--- src/rtl/mdu_hilo_producer_pkg.sv ---
// Shared definitions for the EX-stage multiply/divide unit.
// Covers op codes, FSM state encodings, datapath width and a conditional-negate helper.
package mdu_hilo_producer_pkg;

  localparam int MDU_XLEN = 32;

  typedef enum logic [1:0] {
    MDU_MULT  = 2'b00,
    MDU_MULTU = 2'b01,
    MDU_DIV   = 2'b10,
    MDU_DIVU  = 2'b11
  } mdu_op_e;

  typedef enum logic [1:0] {
    ST_IDLE = 2'd0,
    ST_MUL  = 2'd1,
    ST_DIV  = 2'd2,
    ST_DONE = 2'd3
  } mdu_state_e;

  function automatic logic [MDU_XLEN-1:0] cond_negate(input logic [MDU_XLEN-1:0] value,
                                                      input logic neg);
    return neg ? -value : value;
  endfunction

endpackage

--- src/rtl/mdu_div_iter.sv ---
// Restoring divider datapath: one quotient bit per step on unsigned magnitudes.
// After WIDTH steps following a load, quotient and remainder are final.
module mdu_div_iter
  import mdu_hilo_producer_pkg::*;
#(
  parameter int WIDTH = MDU_XLEN
) (
  input  logic             clk,
  input  logic             resetn,
  input  logic             load,
  input  logic             step,
  input  logic [WIDTH-1:0] dividend,
  input  logic [WIDTH-1:0] divisor,
  output logic [WIDTH-1:0] quotient,
  output logic [WIDTH-1:0] remainder
);

  logic [WIDTH-1:0] quo_q;
  logic [WIDTH-1:0] rem_q;
  logic [WIDTH-1:0] dsr_q;
  logic [WIDTH:0]   shifted;
  logic [WIDTH:0]   trial;

  // A set top bit of the trial difference means the partial remainder was below the divisor.
  assign shifted = {rem_q, quo_q[WIDTH-1]};
  assign trial   = shifted - {1'b0, dsr_q};

  always_ff @(posedge clk or negedge resetn) begin
    if (!resetn) begin
      quo_q <= '0;
      rem_q <= '0;
      dsr_q <= '0;
    end else if (load) begin
      quo_q <= dividend;
      rem_q <= '0;
      dsr_q <= divisor;
    end else if (step) begin
      if (!trial[WIDTH]) begin
        rem_q <= trial[WIDTH-1:0];
        quo_q <= {quo_q[WIDTH-2:0], 1'b1};
      end else begin
        rem_q <= shifted[WIDTH-1:0];
        quo_q <= {quo_q[WIDTH-2:0], 1'b0};
      end
    end
  end

  assign quotient  = quo_q;
  assign remainder = rem_q;

endmodule

--- src/rtl/mdu_hilo_producer.sv ---
// EX-stage multiply/divide unit producing HI/LO for MULT/MULTU/DIV/DIVU with a pipeline stall.
// Define MDU_FAST_MUL_EN for a single-pass multiplier; otherwise multiply is shift-add over MUL_ITER cycles.
module mdu_hilo_producer
  import mdu_hilo_producer_pkg::*;
#(
  parameter int DIV_ITER = 32,
  parameter int MUL_ITER = 32
) (
  input  logic                clk,
  input  logic                resetn,
  input  logic                start,
  input  logic [1:0]          op,
  input  logic [MDU_XLEN-1:0] src_a,
  input  logic [MDU_XLEN-1:0] src_b,
  input  logic                flush,
  output logic                stall_req,
  output logic                ex_is_write_hi,
  output logic                ex_is_write_lo,
  output logic [MDU_XLEN-1:0] ex_write_hi_value,
  output logic [MDU_XLEN-1:0] ex_write_lo_value
);

  localparam int MAX_ITER = (DIV_ITER > MUL_ITER) ? DIV_ITER : MUL_ITER;
  localparam int CNT_W    = $clog2(MAX_ITER + 1);
`ifdef MDU_FAST_MUL_EN
  localparam int MUL_CYCLES = 1;
`else
  localparam int MUL_CYCLES = MUL_ITER;
`endif

  mdu_state_e                state;
  mdu_op_e                   op_q;
  logic                      sign_a_q;
  logic                      sign_b_q;
  logic                      div_zero_q;
  logic [MDU_XLEN-1:0]       mag_a_q;
  logic [2*MDU_XLEN-1:0]     prod_q;
  logic [CNT_W-1:0]          count_q;
  logic [MDU_XLEN-1:0]       hi_q;
  logic [MDU_XLEN-1:0]       lo_q;

  logic                      launch;
  logic                      is_div_op;
  logic                      in_sign_a;
  logic                      in_sign_b;
  logic                      in_div_zero;
  logic [MDU_XLEN-1:0]       in_mag_a;
  logic [MDU_XLEN-1:0]       in_mag_b;
  logic                      div_load;
  logic                      div_step;
  logic [MDU_XLEN-1:0]       quotient;
  logic [MDU_XLEN-1:0]       remainder;
  logic [2*MDU_XLEN-1:0]     prod_final;
  logic [MDU_XLEN-1:0]       res_hi;
  logic [MDU_XLEN-1:0]       res_lo;

  assign launch      = (state == ST_IDLE) & start & ~flush;
  assign is_div_op   = op[1];
  assign in_sign_a   = ~op[0] & src_a[MDU_XLEN-1];
  assign in_sign_b   = ~op[0] & src_b[MDU_XLEN-1];
  assign in_div_zero = is_div_op & (src_b == '0);
  // A divide by zero never touches the multiplier, so mag_a_q carries the raw dividend for HI.
  assign in_mag_a    = in_div_zero ? src_a : cond_negate(src_a, in_sign_a);
  assign in_mag_b    = cond_negate(src_b, in_sign_b);

  assign div_load = launch & is_div_op & ~in_div_zero;
  assign div_step = (state == ST_DIV) & ~flush;

  mdu_div_iter #(.WIDTH(MDU_XLEN)) u_div (
    .clk       (clk),
    .resetn    (resetn),
    .load      (div_load),
    .step      (div_step),
    .dividend  (in_mag_a),
    .divisor   (in_mag_b),
    .quotient  (quotient),
    .remainder (remainder)
  );

`ifndef MDU_FAST_MUL_EN
  logic [MDU_XLEN:0] mul_sum;
  assign mul_sum = {1'b0, prod_q[2*MDU_XLEN-1:MDU_XLEN]}
                 + (prod_q[0] ? {1'b0, mag_a_q} : {(MDU_XLEN+1){1'b0}});
`endif

  // Sign flags are only ever set for MULT/DIV, so unsigned ops pass through untouched.
  assign prod_final = (sign_a_q ^ sign_b_q) ? -prod_q : prod_q;

  always_comb begin
    res_hi = prod_final[2*MDU_XLEN-1:MDU_XLEN];
    res_lo = prod_final[MDU_XLEN-1:0];
    if (op_q == MDU_DIV || op_q == MDU_DIVU) begin
      if (div_zero_q) begin
        res_hi = mag_a_q;
        res_lo = '1;
      end else begin
        res_lo = cond_negate(quotient, sign_a_q ^ sign_b_q);
        res_hi = cond_negate(remainder, sign_a_q);
      end
    end
  end

  // prod_q low half holds the multiplier magnitude until the multiply consumes it.
  always_ff @(posedge clk or negedge resetn) begin
    if (!resetn) begin
      state      <= ST_IDLE;
      op_q       <= MDU_MULT;
      sign_a_q   <= 1'b0;
      sign_b_q   <= 1'b0;
      div_zero_q <= 1'b0;
      mag_a_q    <= '0;
      prod_q     <= '0;
      count_q    <= '0;
      hi_q       <= '0;
      lo_q       <= '0;
    end else if (flush) begin
      state <= ST_IDLE;
    end else begin
      case (state)
        ST_IDLE: begin
          if (start) begin
            op_q       <= mdu_op_e'(op);
            sign_a_q   <= in_sign_a;
            sign_b_q   <= in_sign_b;
            div_zero_q <= in_div_zero;
            mag_a_q    <= in_mag_a;
            prod_q     <= {{MDU_XLEN{1'b0}}, in_mag_b};
            if (!is_div_op) begin
              state   <= ST_MUL;
              count_q <= CNT_W'(MUL_CYCLES);
            end else if (in_div_zero) begin
              state <= ST_DONE;
            end else begin
              state   <= ST_DIV;
              count_q <= CNT_W'(DIV_ITER);
            end
          end
        end
        ST_MUL: begin
`ifdef MDU_FAST_MUL_EN
          prod_q <= {{MDU_XLEN{1'b0}}, mag_a_q} * {{MDU_XLEN{1'b0}}, prod_q[MDU_XLEN-1:0]};
`else
          prod_q <= {mul_sum, prod_q[MDU_XLEN-1:1]};
`endif
          count_q <= count_q - CNT_W'(1);
          if (count_q == CNT_W'(1)) state <= ST_DONE;
        end
        ST_DIV: begin
          count_q <= count_q - CNT_W'(1);
          if (count_q == CNT_W'(1)) state <= ST_DONE;
        end
        ST_DONE: begin
          hi_q  <= res_hi;
          lo_q  <= res_lo;
          state <= ST_IDLE;
        end
        default: state <= ST_IDLE;
      endcase
    end
  end

  assign stall_req = resetn & ~flush &
                     (((state == ST_IDLE) & start) | (state == ST_MUL) | (state == ST_DIV));
  assign ex_is_write_hi    = (state == ST_DONE) & ~flush;
  assign ex_is_write_lo    = (state == ST_DONE) & ~flush;
  assign ex_write_hi_value = (state == ST_DONE) ? res_hi : hi_q;
  assign ex_write_lo_value = (state == ST_DONE) ? res_lo : lo_q;

endmodule

--- config.mk ---
export PLATFORM = sky130hd
export DESIGN_NAME = mdu_hilo_producer
export DESIGN_NICKNAME = d
export VERILOG_FILES = /design/src/rtl/mdu_hilo_producer_pkg.sv /design/src/rtl/mdu_div_iter.sv /design/src/rtl/mdu_hilo_producer.sv
export SDC_FILE = /design/constraint.sdc
export NUM_CORES = 1
export LEC_CHECK = 0
export CAP_MARGIN = 0
export CORE_MARGIN = 5
export CORE_UTILIZATION = 45
export DETAILED_ROUTE_END_ITERATION = 7
export GPL_ROUTABILITY_DRIVEN = 0
export PLACE_DENSITY = 0.69
export SLEW_MARGIN = 20
export SYNTH_ARGS = -nofsm -noshare
export SYNTH_HDL_FRONTEND = slang
export SYNTH_HIERARCHICAL = 1
export SYNTH_SLANG_ARGS = --single-unit
--- constraint.sdc ---
create_clock -name clk -period 4.7 [get_ports clk]
set_clock_uncertainty 0.15 [all_clocks]
set_input_delay 0.47 -clock clk [delete_from_list [all_inputs] [get_ports clk]]
set_output_delay 0.47 -clock clk [all_outputs]
set_load 0.05 [all_outputs]
==> metrics.md <==
| Metric | Value |
|---|---|
| RSZ-0062 raised after global routing | no |
| GR Layer Usage met1 | 0.369 |
| Status | completed |
| PD cells | 826 mW/mm^2 |
| Row cnt | 78 |
| Final WL | 66800 um |
| Area grow syn2layout | 15.7% |
| Ys async rst share | 1.00 |
| Avg Cell Area, Syn | 8.47 sq um |
| Sequential fraction of the synthesis area | 0.326 |
| Setup ws final | 0.0758 ns |
| Syn Inst Count | 2427 |
| Fmax | 0.216 GHz |
| Final Hold Fails | 0 |
| Most used cell, CP | mux2i_1 |
| GRT met2 Usage | 0.398 |
| Register bit total from synthesis | 268 |
| CP Launch Type | register |
| Synth top area share | 0.326 |
| GRT busiest layer | met2 |
| I/O Buffers | 136 |
| Core Region | 0.0453 sq mm |
| Min Tclk post-route | 4.62 ns |
| Worst Path Arrival | 4.00 ns |
| Main flop type after synthesis | dfrtp_1 |
| Slew Limit Fails | 0 |
| Remaining DRCs | 0 |
| Synthesis Warnings | 6 |
| Storage element area | 0.00671 sq mm |
| Worst Hold Class | primary input to async pin |
| # clock sinks | 268 |
| Vias | 19318 |
| Rel. slew slack | 0.296 |
| First-pass DRT Iterations | 7 |
| Final setup vio count | 0 |
| Synth Cell Area | 0.0206 sq mm |
| Synth top area cells | dfrtp_1, xnor2_1, o21ai_0, mux2i_1, nand2_1 |
| Least-Margin Pin Slew | 1.06 ns |
| CTS tree | yes |
| Die Ht | 224 um |
| Fill cells | 4173 |
| 1st-iter DRT viols | 2506 |
| Most frequent cell after synthesis | nand2_1 |
| Number of enable flip-flop cells after synthesis | 0 |
| Pre-CTS setup slack | 0.498 ns |
| CP bufs+invs | 2 |
| Pin count of the biggest net entering global routing | 162 |
| DR vias/cell | 6.17 |
| Wire per inst | 21.3 um |
| Most frequent cells after synthesis | nand2_1, dfrtp_1, o21ai_0 |
| Post-layout power | 19600 uW |
| Slowest cell on crit path | or4_4 |
| Nets@finish | 2652 |
| Cell taking the most area after synthesis | dfrtp_1 |
| Req. time, crit path | 4.08 ns |
| Total gr overflow | 0 |
| M3 GR Usage | 0.0350 |
| Post-DRT Antenna Nets | 0 |
| Starting density of the core | 0.454 |
| Clk_lat worst skew | 0.61 ns |
| CP max FO | 9 |
| Netlist cell types | 84 |
| CP top delay family | simple AND/OR/NAND/NOR gates |
| Total Die Area | 0.0501 sq mm |
| Crit path cell chain | inv_1 -> ha_1 -> or3b_2 -> or4_4 -> o41ai_2 -> xnor2_1 -> mux2i_1 -> mux2i_1 -> mux2_2 -> buf_12 |
| Worst-path clk slew | 0.06 ns |
| Root Driver | clkbuf_16 |
| # IOs | 137 |
| Share of layout cells above drive strength 1 | 0.116 |
| TritonCTS Buffers | 31 |
| Number of antenna violations at the first check in global routing | 1 |
| Max incr delay on CP | 0.62 ns |
| Chip Width | 224 um |
| Total global-route track usage | 0.254 |
| Setup TNS | 0 ns |
| Clock Tree Buf Depth | 3 |
| HPWL after DPL | 50500 um |
| Number of global-route vias before repair | 18154 |
| Kind of critical path | register to output pin |
| H-tree Lvls | 1 |
| First-pass GRT wire length | 103000 um |
| Multi-input logic area | 0.0130 sq mm |
| Leak | 0.00995 uW |
| Final Cycle Share | 0.984 |
| Max Cap Violations | 0 |
| Crit. End Element | output pin |
| Worst VDD drop | 0.505 mV |
| Net count after synthesis | 2574 |
[state kept, by name, summed over array words and instances, names as in the netlist]
| name | count |
|---|---|
| u_div/quotient | 32 |
| hi_q | 32 |
| prod_q | 64 |
| div_zero_q | 1 |
| u_div/remainder | 32 |
| count_q | 6 |
| mag_a_q | 32 |
| u_div/dsr_q | 32 |
| op_q | 1 |
| sign_a_q | 1 |
| sign_b_q | 1 |
| lo_q | 32 |
| state | 2 |
[layout make-up]
class | instances | share of cell area
Antenna cell | 1 | 0.000105
Clock buffer | 41 | 0.0363
Clock inverter | 16 | 0.0106
Inverter | 106 | 0.0167
Multi-Input combinational cell | 1902 | 0.545
Sequential cell | 268 | 0.282
Tap cell | 600 | 0.0316
Timing Repair Buffer | 196 | 0.0774
[cell families (layout without fill, tap and decap cells)]
logic type                 Yosys count  in the layout  share of synthesized area
AOI/OAI and AO/OA                  672            672                      0.209
xor gates and xnor gates           224            224                     0.0954
adders and majority gates           77             77                     0.0476
buffers and inverters              257            359                     0.0492
DFF                                268            268                      0.326
muxes                              196            196                      0.101
other                                0              1                          0
and+or+nand+nor                    733            733                      0.172
[metal layers]
metal,vias up,part of all wire
met4,0,0.033
li1,8868,-
met3,137,0.090
met2,948,0.44
met1,9365,0.44
met5,-,0
[per-stage QoR]
step | utilization | hold slack (ns) | instances | instance area, sq um
final | 0.525 | 0.210 | 3130 | 23800
after global routing | 0.525 | 0.250 | 3129 | 23800
after CTS | 0.524 | 0.216 | 3127 | 23700
after detailed placement | 0.498 | 0.230 | 3066 | 22600
after global placement | 0.498 | 0.226 | 3066 | 22600
after floorplan | - | 0.0244 | 2427 | 20600
[layout by cell type, fill, tap and decap left out, types with 23 or more instances in the layout]
cell and n:
a21o_1 30, a21oi_1 126, a311oi_1 23, a31oi_1 35
and2_1 40, buf_4 86, clkbuf_16 31, clkdlybuf4s50_1 93
dfrtp_1 267, ha_1 73, inv_1 104, mux2_2 84
mux2i_1 110, nand2_1 297, nand3_1 23, nor2_1 151
nor3_1 36, nor4_1 24, o21ai_0 229, o31ai_1 47
or4_1 31, xnor2_1 140, xor2_1 82
[final timing paths]
| check | start | endpoint | slack [ns] | cells past startpoint |
|---|---|---|---|---|
| setup / recovery | u_div/remainder[0] | ex_write_hi_value[20] | 0.08 | 10 |
| hold / removal | resetn | prod_q[57] | 0.21 | 2 |
| setup reg to reg | u_div/quotient[31] | u_div/remainder[6] | 0.64 | 14 |
| hold reg to reg | lo_q[6] | lo_q[6] | 0.33 | 2 |
| max in group asynchronous | resetn | u_div/dsr_q[24] | 2.92 | 3 |
| min in group clk | lo_q[6] | lo_q[6] | 0.33 | 2 |
[repair_timing]
action | 4_1_cts | 5_1_grt
pin swaps | 1 | 1
resized for setup | 7 | 13
endpoints found under the hold margin | 30 | 0
hold buffers | 1 | 0
endpoints found under the setup margin | 11 | 22
buffers inserted | 3 | 2
[power breakdown]
group          total (uW)  switching, uW  internal [uW]
Combinational       12500           7780           4710
Clock                2690           1070           1620
Sequential           4470           1170           3300
Power figures use the tool's default switching activity.
